--- src/rtl/xmtr.sv ---
// Serial frame transmitter: one-entry holding register feeding a MATCH header + 8 body bits, MSB first.
// Optional even-parity trailer bit when XMTR_PARITY_EN is defined.
module xmtr #(
  parameter logic [7:0] MATCH    = 8'hA5,
  parameter logic       IDLE_BIT = 1'b0
) (
  input  logic       clock,
  input  logic       reset_n,
  input  logic [7:0] data_in,
  input  logic       writing,
  output logic       data_out,
  output logic       busy,
  output logic       full,
  output logic       overrun
);

  typedef enum logic [1:0] {
    IDLE,
    HEAD,
    BODY
`ifdef XMTR_PARITY_EN
    , PAR
`endif
  } state_t;

  state_t     state;
  state_t     next_state;
  logic [2:0] cnt;
  logic [2:0] next_cnt;
  logic [7:0] holding;
  logic [7:0] shift;
  logic [7:0] next_shift;
  logic       next_line;
  logic       last_bit;
  logic       load;
  logic       accept;
  logic       reject;

`ifdef XMTR_PARITY_EN
  assign last_bit = (state == PAR);
`else
  assign last_bit = (state == BODY) && (cnt == 3'd7);
`endif

  // A pending byte starts its header right after the last bit, so frames abut with no gap.
  assign load       = full && ((state == IDLE) || last_bit);
  assign accept     = writing && (!full || load);
  assign reject     = writing && full && !load;
  assign next_shift = load ? holding : shift;

  always_comb begin
    next_state = state;
    next_cnt   = cnt;
    if (load) begin
      next_state = HEAD;
      next_cnt   = 3'd0;
    end else begin
      case (state)
        IDLE: begin
          next_state = IDLE;
        end
        HEAD: begin
          next_cnt = cnt + 3'd1;
          if (cnt == 3'd7) next_state = BODY;
        end
        BODY: begin
          next_cnt = cnt + 3'd1;
          if (cnt == 3'd7) begin
`ifdef XMTR_PARITY_EN
            next_state = PAR;
`else
            next_state = IDLE;
`endif
          end
        end
`ifdef XMTR_PARITY_EN
        PAR: begin
          next_state = IDLE;
          next_cnt   = 3'd0;
        end
`endif
        default: begin
          next_state = IDLE;
          next_cnt   = 3'd0;
        end
      endcase
    end
  end

  // The line is registered, so it is decoded from the state being entered; ~cnt selects bit 7-cnt.
  always_comb begin
    next_line = IDLE_BIT;
    case (next_state)
      HEAD:    next_line = MATCH[~next_cnt];
      BODY:    next_line = next_shift[~next_cnt];
`ifdef XMTR_PARITY_EN
      PAR:     next_line = ^next_shift;
`endif
      default: next_line = IDLE_BIT;
    endcase
  end

  always_ff @(posedge clock or negedge reset_n) begin
    if (!reset_n) begin
      state    <= IDLE;
      cnt      <= 3'd0;
      data_out <= IDLE_BIT;
      busy     <= 1'b0;
      full     <= 1'b0;
      overrun  <= 1'b0;
    end else begin
      state    <= next_state;
      cnt      <= next_cnt;
      data_out <= next_line;
      busy     <= (next_state != IDLE);
      if (accept)    full <= 1'b1;
      else if (load) full <= 1'b0;
      if (accept)      overrun <= 1'b0;
      else if (reject) overrun <= 1'b1;
    end
  end

  // Data registers carry no reset; full gates every use of holding.
  always_ff @(posedge clock) begin
    if (load)   shift   <= holding;
    if (accept) holding <= data_in;
  end

endmodule

--- config.mk ---
export PLATFORM = sky130hd
export DESIGN_NAME = xmtr
export DESIGN_NICKNAME = d
export VERILOG_FILES = /design/src/rtl/xmtr.sv
export SDC_FILE = /design/constraint.sdc
export NUM_CORES = 1
export LEC_CHECK = 0
export CAP_MARGIN = 30
export CORE_ASPECT_RATIO = 0.5
export CORE_UTILIZATION = 40
export CTS_CLUSTER_DIAMETER = 150
export DETAILED_ROUTE_END_ITERATION = 8
export PLACE_DENSITY = 0.71
export SYNTH_ARGS = -nofsm -noshare
export SYNTH_HDL_FRONTEND = slang
export SYNTH_SLANG_ARGS = --single-unit
--- constraint.sdc ---
create_clock -name clock -period 2.8 [get_ports clock]
set_clock_uncertainty 0.1 [all_clocks]
set_input_delay 0.56 -clock clock [delete_from_list [all_inputs] [get_ports clock]]
set_output_delay 0.56 -clock clock [all_outputs]
set_load 0.02 [all_outputs]
==> summary.txt <==
Routing
  – Met3 Routed Length: roughly 83 µm
  – Vias: approximately 750
  – Routed WL per cell: approximately 12 µm
  – Drt total wl: 1880 µm
  – DRT antenna net count: 0
  – Max Used Layer: met3
  – 1st-iter DRT viols: 30
  – Wl on met1: around 1000 µm
  – Vias per std cell: between 4 and 5
  – Met2 wire length: between 700 and 800 µm
  – DRC viols: 0
  – DR pass1 iterations: 4

Timing
  – Final worst path period share: between 80% and 90%
  – Hold Fails Final Rpt: 0
  – Final Slew Violations: 0
  – RSZ-0062 raised after global routing: no
  – Setup TNS: 0 ns
  – Post-route minimum period: 2.45 ns
  – Final setup viols: 0
  – Fmax: 0.407 GHz
  – Relative slew slack: 58.2%
  – Worst slew pin tran: between 0.6 and 0.7 ns

Floorplan
  – Starting density of the core: 43.7%
  – Chip width: roughly 79 µm
  – Boundary Pins: 15
  – Die Ht: between 40 and 50 µm
  – Core area: 0.00270 mm²
  – Die ar.: 0.00318 mm²
  – Rows: 13

Synthesis
  – Post-Syn Nets: ~120
  – Synthesis-stage register bit count: 25
  – Post-synthesis cell area: 0.00118 mm²
  – Ys Warns: 0
  – Sequential area share after synthesis: between 50% and 60%
  – Syn Inst Count: just over 100
  – Unique cell type count in the Yosys netlist: 32
  – Avg Synthesized Cell Area: 11.6 µm²

Clocking
  – Master cell of the clock root buffer: clkbuf_8
  – Postcts setup bufs: 0
  – Resized cells post-CTS: 0
  – Max Buffers Root-to-Sink: 2
  – CTS tree: done
  – Clock-pin slew on the worst setup and hold paths: approximately 0.080 ns
  – Total CTS buffers: 3
  – Hold Buf Count CTS: 0
  – H-tree Lvls: 1
  – Clk Latency, worst-skew pair: 0.27 ns
  – Clk sinks: 25

Finish
  – Antenna diodes: 0
  – Area Growth Syn to Fin: 18.2%
  – Layout cells sized above 1: 10.3%
  – Nets: roughly 140
  – Fill count: between 200 and 250

Global route
  – GRT overflow: 0
  – Initial antenna violation count: 0
  – First-pass GRT wire length: approximately 3100 µm
  – Vias in the first global route: about 650
  – Tot GR Track Use: between 10% and 20%
  – Pin count of the biggest net entering global routing: 16

Worst setup path
  – Worst endpoint data arrival time: 2.52 ns
  – Worst Setup End Kind: flip-flop
  – Crit Path Class: flip-flop to flip-flop
  – R2R Setup Slk: around 0.35 ns
  – CP required: ~2.9 ns
  – Max FO, Critical Path: 7
  – Worst setup SP type: flip-flop

Flow run
  – MaxCap Viol Count: 0

Power
  – Max IR drop VDD: roughly 0.46 mV
  – Pwr Density: 975 mW/mm²
  – Total power: between 1 and 1.5 mW
  – Lkg Pwr: around 0.62 nW

Placement
  – Routability cong.: approximately 0.84
  – Port bufs: 14
  – Detailed placement HPWL: about 1400 µm

Run status
  – Outcome: finished clean

Worst hold path
  – Tightest Hold Check Type: flip-flop to flip-flop
## where the power goes
group / switching, mW / leakage [nW] / internal [mW]
registers: 0.0606 / 0.260 / 0.503
logic: 0.316 / 0.343 / 0.264
clock network: 0.113 / 0.0217 / 0.101
## synthesized netlist by cell type
master | count | area, µm²
buf_2 | 2 | 10.0
mux2_4 | 2 | 30.0
a31oi_1 | 1 | 6.26
ha_1 | 9 | 113
nor3_1 | 3 | 15.0
dfxtp_1 | 8 | 160
a21oi_2 | 1 | 8.76
dfrtp_1 | 9 | 225
nand2_1 | 19 | 71.3
nor2_1 | 3 | 11.3
inv_1 | 9 | 33.8
nand2b_4 | 1 | 13.8
nand3_1 | 2 | 10.0
and2_1 | 1 | 6.26
nor3_4 | 1 | 16.3
a31o_1 | 1 | 8.76
o2111ai_1 | 1 | 8.76
o31ai_1 | 1 | 7.51
a211o_1 | 1 | 8.76
edfxtp_1 | 8 | 240
o2111a_1 | 1 | 11.3
a21o_1 | 1 | 7.51
o221ai_1 | 1 | 8.76
a31oi_4 | 1 | 21.3
o211ai_1 | 1 | 7.51
a22oi_1 | 2 | 15.0
nor2b_1 | 2 | 12.5
o21ai_0 | 2 | 10.0
mux2i_1 | 4 | 40.0
buf_6 | 1 | 11.3
mux2_2 | 2 | 22.5
nand2b_1 | 1 | 6.26
## per-stage QoR
step                      instances  hold slack [ns]  worst slack [ns]  util (%)  cell area, µm²
after global placement          150            0.330             0.392      49.8            1340
after detailed placement        150            0.335             0.379      49.8            1340
after CTS                       154            0.349             0.374      51.6            1390
final                           154            0.343             0.346      51.6            1390
after global routing            154            0.369             0.210      51.6            1390
after floorplan                 102            0.164             0.515         -            1180
## per-layer routing
metal	track usage [%]	vias up
li1	-	384
met2	21.5	18
met3	6.14	0
met5	0	-
met1	17.9	347
met4	4.17	0
## final timing paths
| path | startpoint | depth (start not counted) | end |
|---|---|---|---|
| worst max-delay path | cnt[0]$_DFF_PN0_ | 9 | data_out$_DFF_PN0_ |
| worst max register to register | cnt[0]$_DFF_PN0_ | 9 | data_out$_DFF_PN0_ |
| worst min register to register | shift[0]$_DFF_P_ | 2 | shift[0]$_DFF_P_ |
| min in group asynchronous | reset_n | 1 | full$_DFFE_PN0P_ |
| worst min-delay path | shift[0]$_DFF_P_ | 2 | shift[0]$_DFF_P_ |
| max in group asynchronous | reset_n | 1 | cnt[1]$_DFF_PN0_ |
## cells in the final DEF (no fill, tap or decap), types with 2 or more instances in the layout
cell / instances
nor2b_1: 2
nand2_1: 19
dfrtp_1: 9
ha_1: 9
edfxtp_1: 8
nor3_1: 3
o21ai_0: 2
nand3_1: 2
mux2_4: 2
nor2_1: 3
mux2_2: 2
clkdlybuf4s50_1: 14
clkbuf_8: 3
inv_1: 9
mux2i_1: 4
a22oi_1: 2
dfxtp_1: 8
## kinds of logic (layout without fill, tap and decap cells)
kind of cell	Yosys count	count (layout)	synth area share, %
AO/OA/AOI/OAI	15	15	11.0
buffers and inverters	12	27	4.67
AND/OR/NAND/NOR	33	33	13.8
multiplexers	8	8	7.86
flip-flops	25	25	53.1
adder cells (fa/ha/maj)	9	9	9.55
## registers in the layout, indices dropped and copies added, names as in the netlist
register	count
data_out	1
holding	8
shift	8
cnt	3
busy	1
overrun	1
state	2
full	1
## worst max-delay path, cell delays in order, from the launching register on
cell     delay [ns]
dfrtp_1        0.39
ha_1           0.16
ha_1           0.22
a21oi_2        0.11
nor2b_1        0.51
nor2_1         0.19
ha_1           0.35
nand2_1        0.07
a31oi_1        0.04
a31o_1         0.23
## cell type report
cell class	instances	area (µm²)	share of cell area (%)
multi-input cells	65	498	35.8
flip-flops and latches	25	626	44.9
clock buffers	3	41.3	2.96
clock inverters	1	7.51	0.539
repair buffers	14	140	10.1
inverters	9	33.8	2.43
well taps	37	46.3	3.32
(Power assumes the default switching activity.)
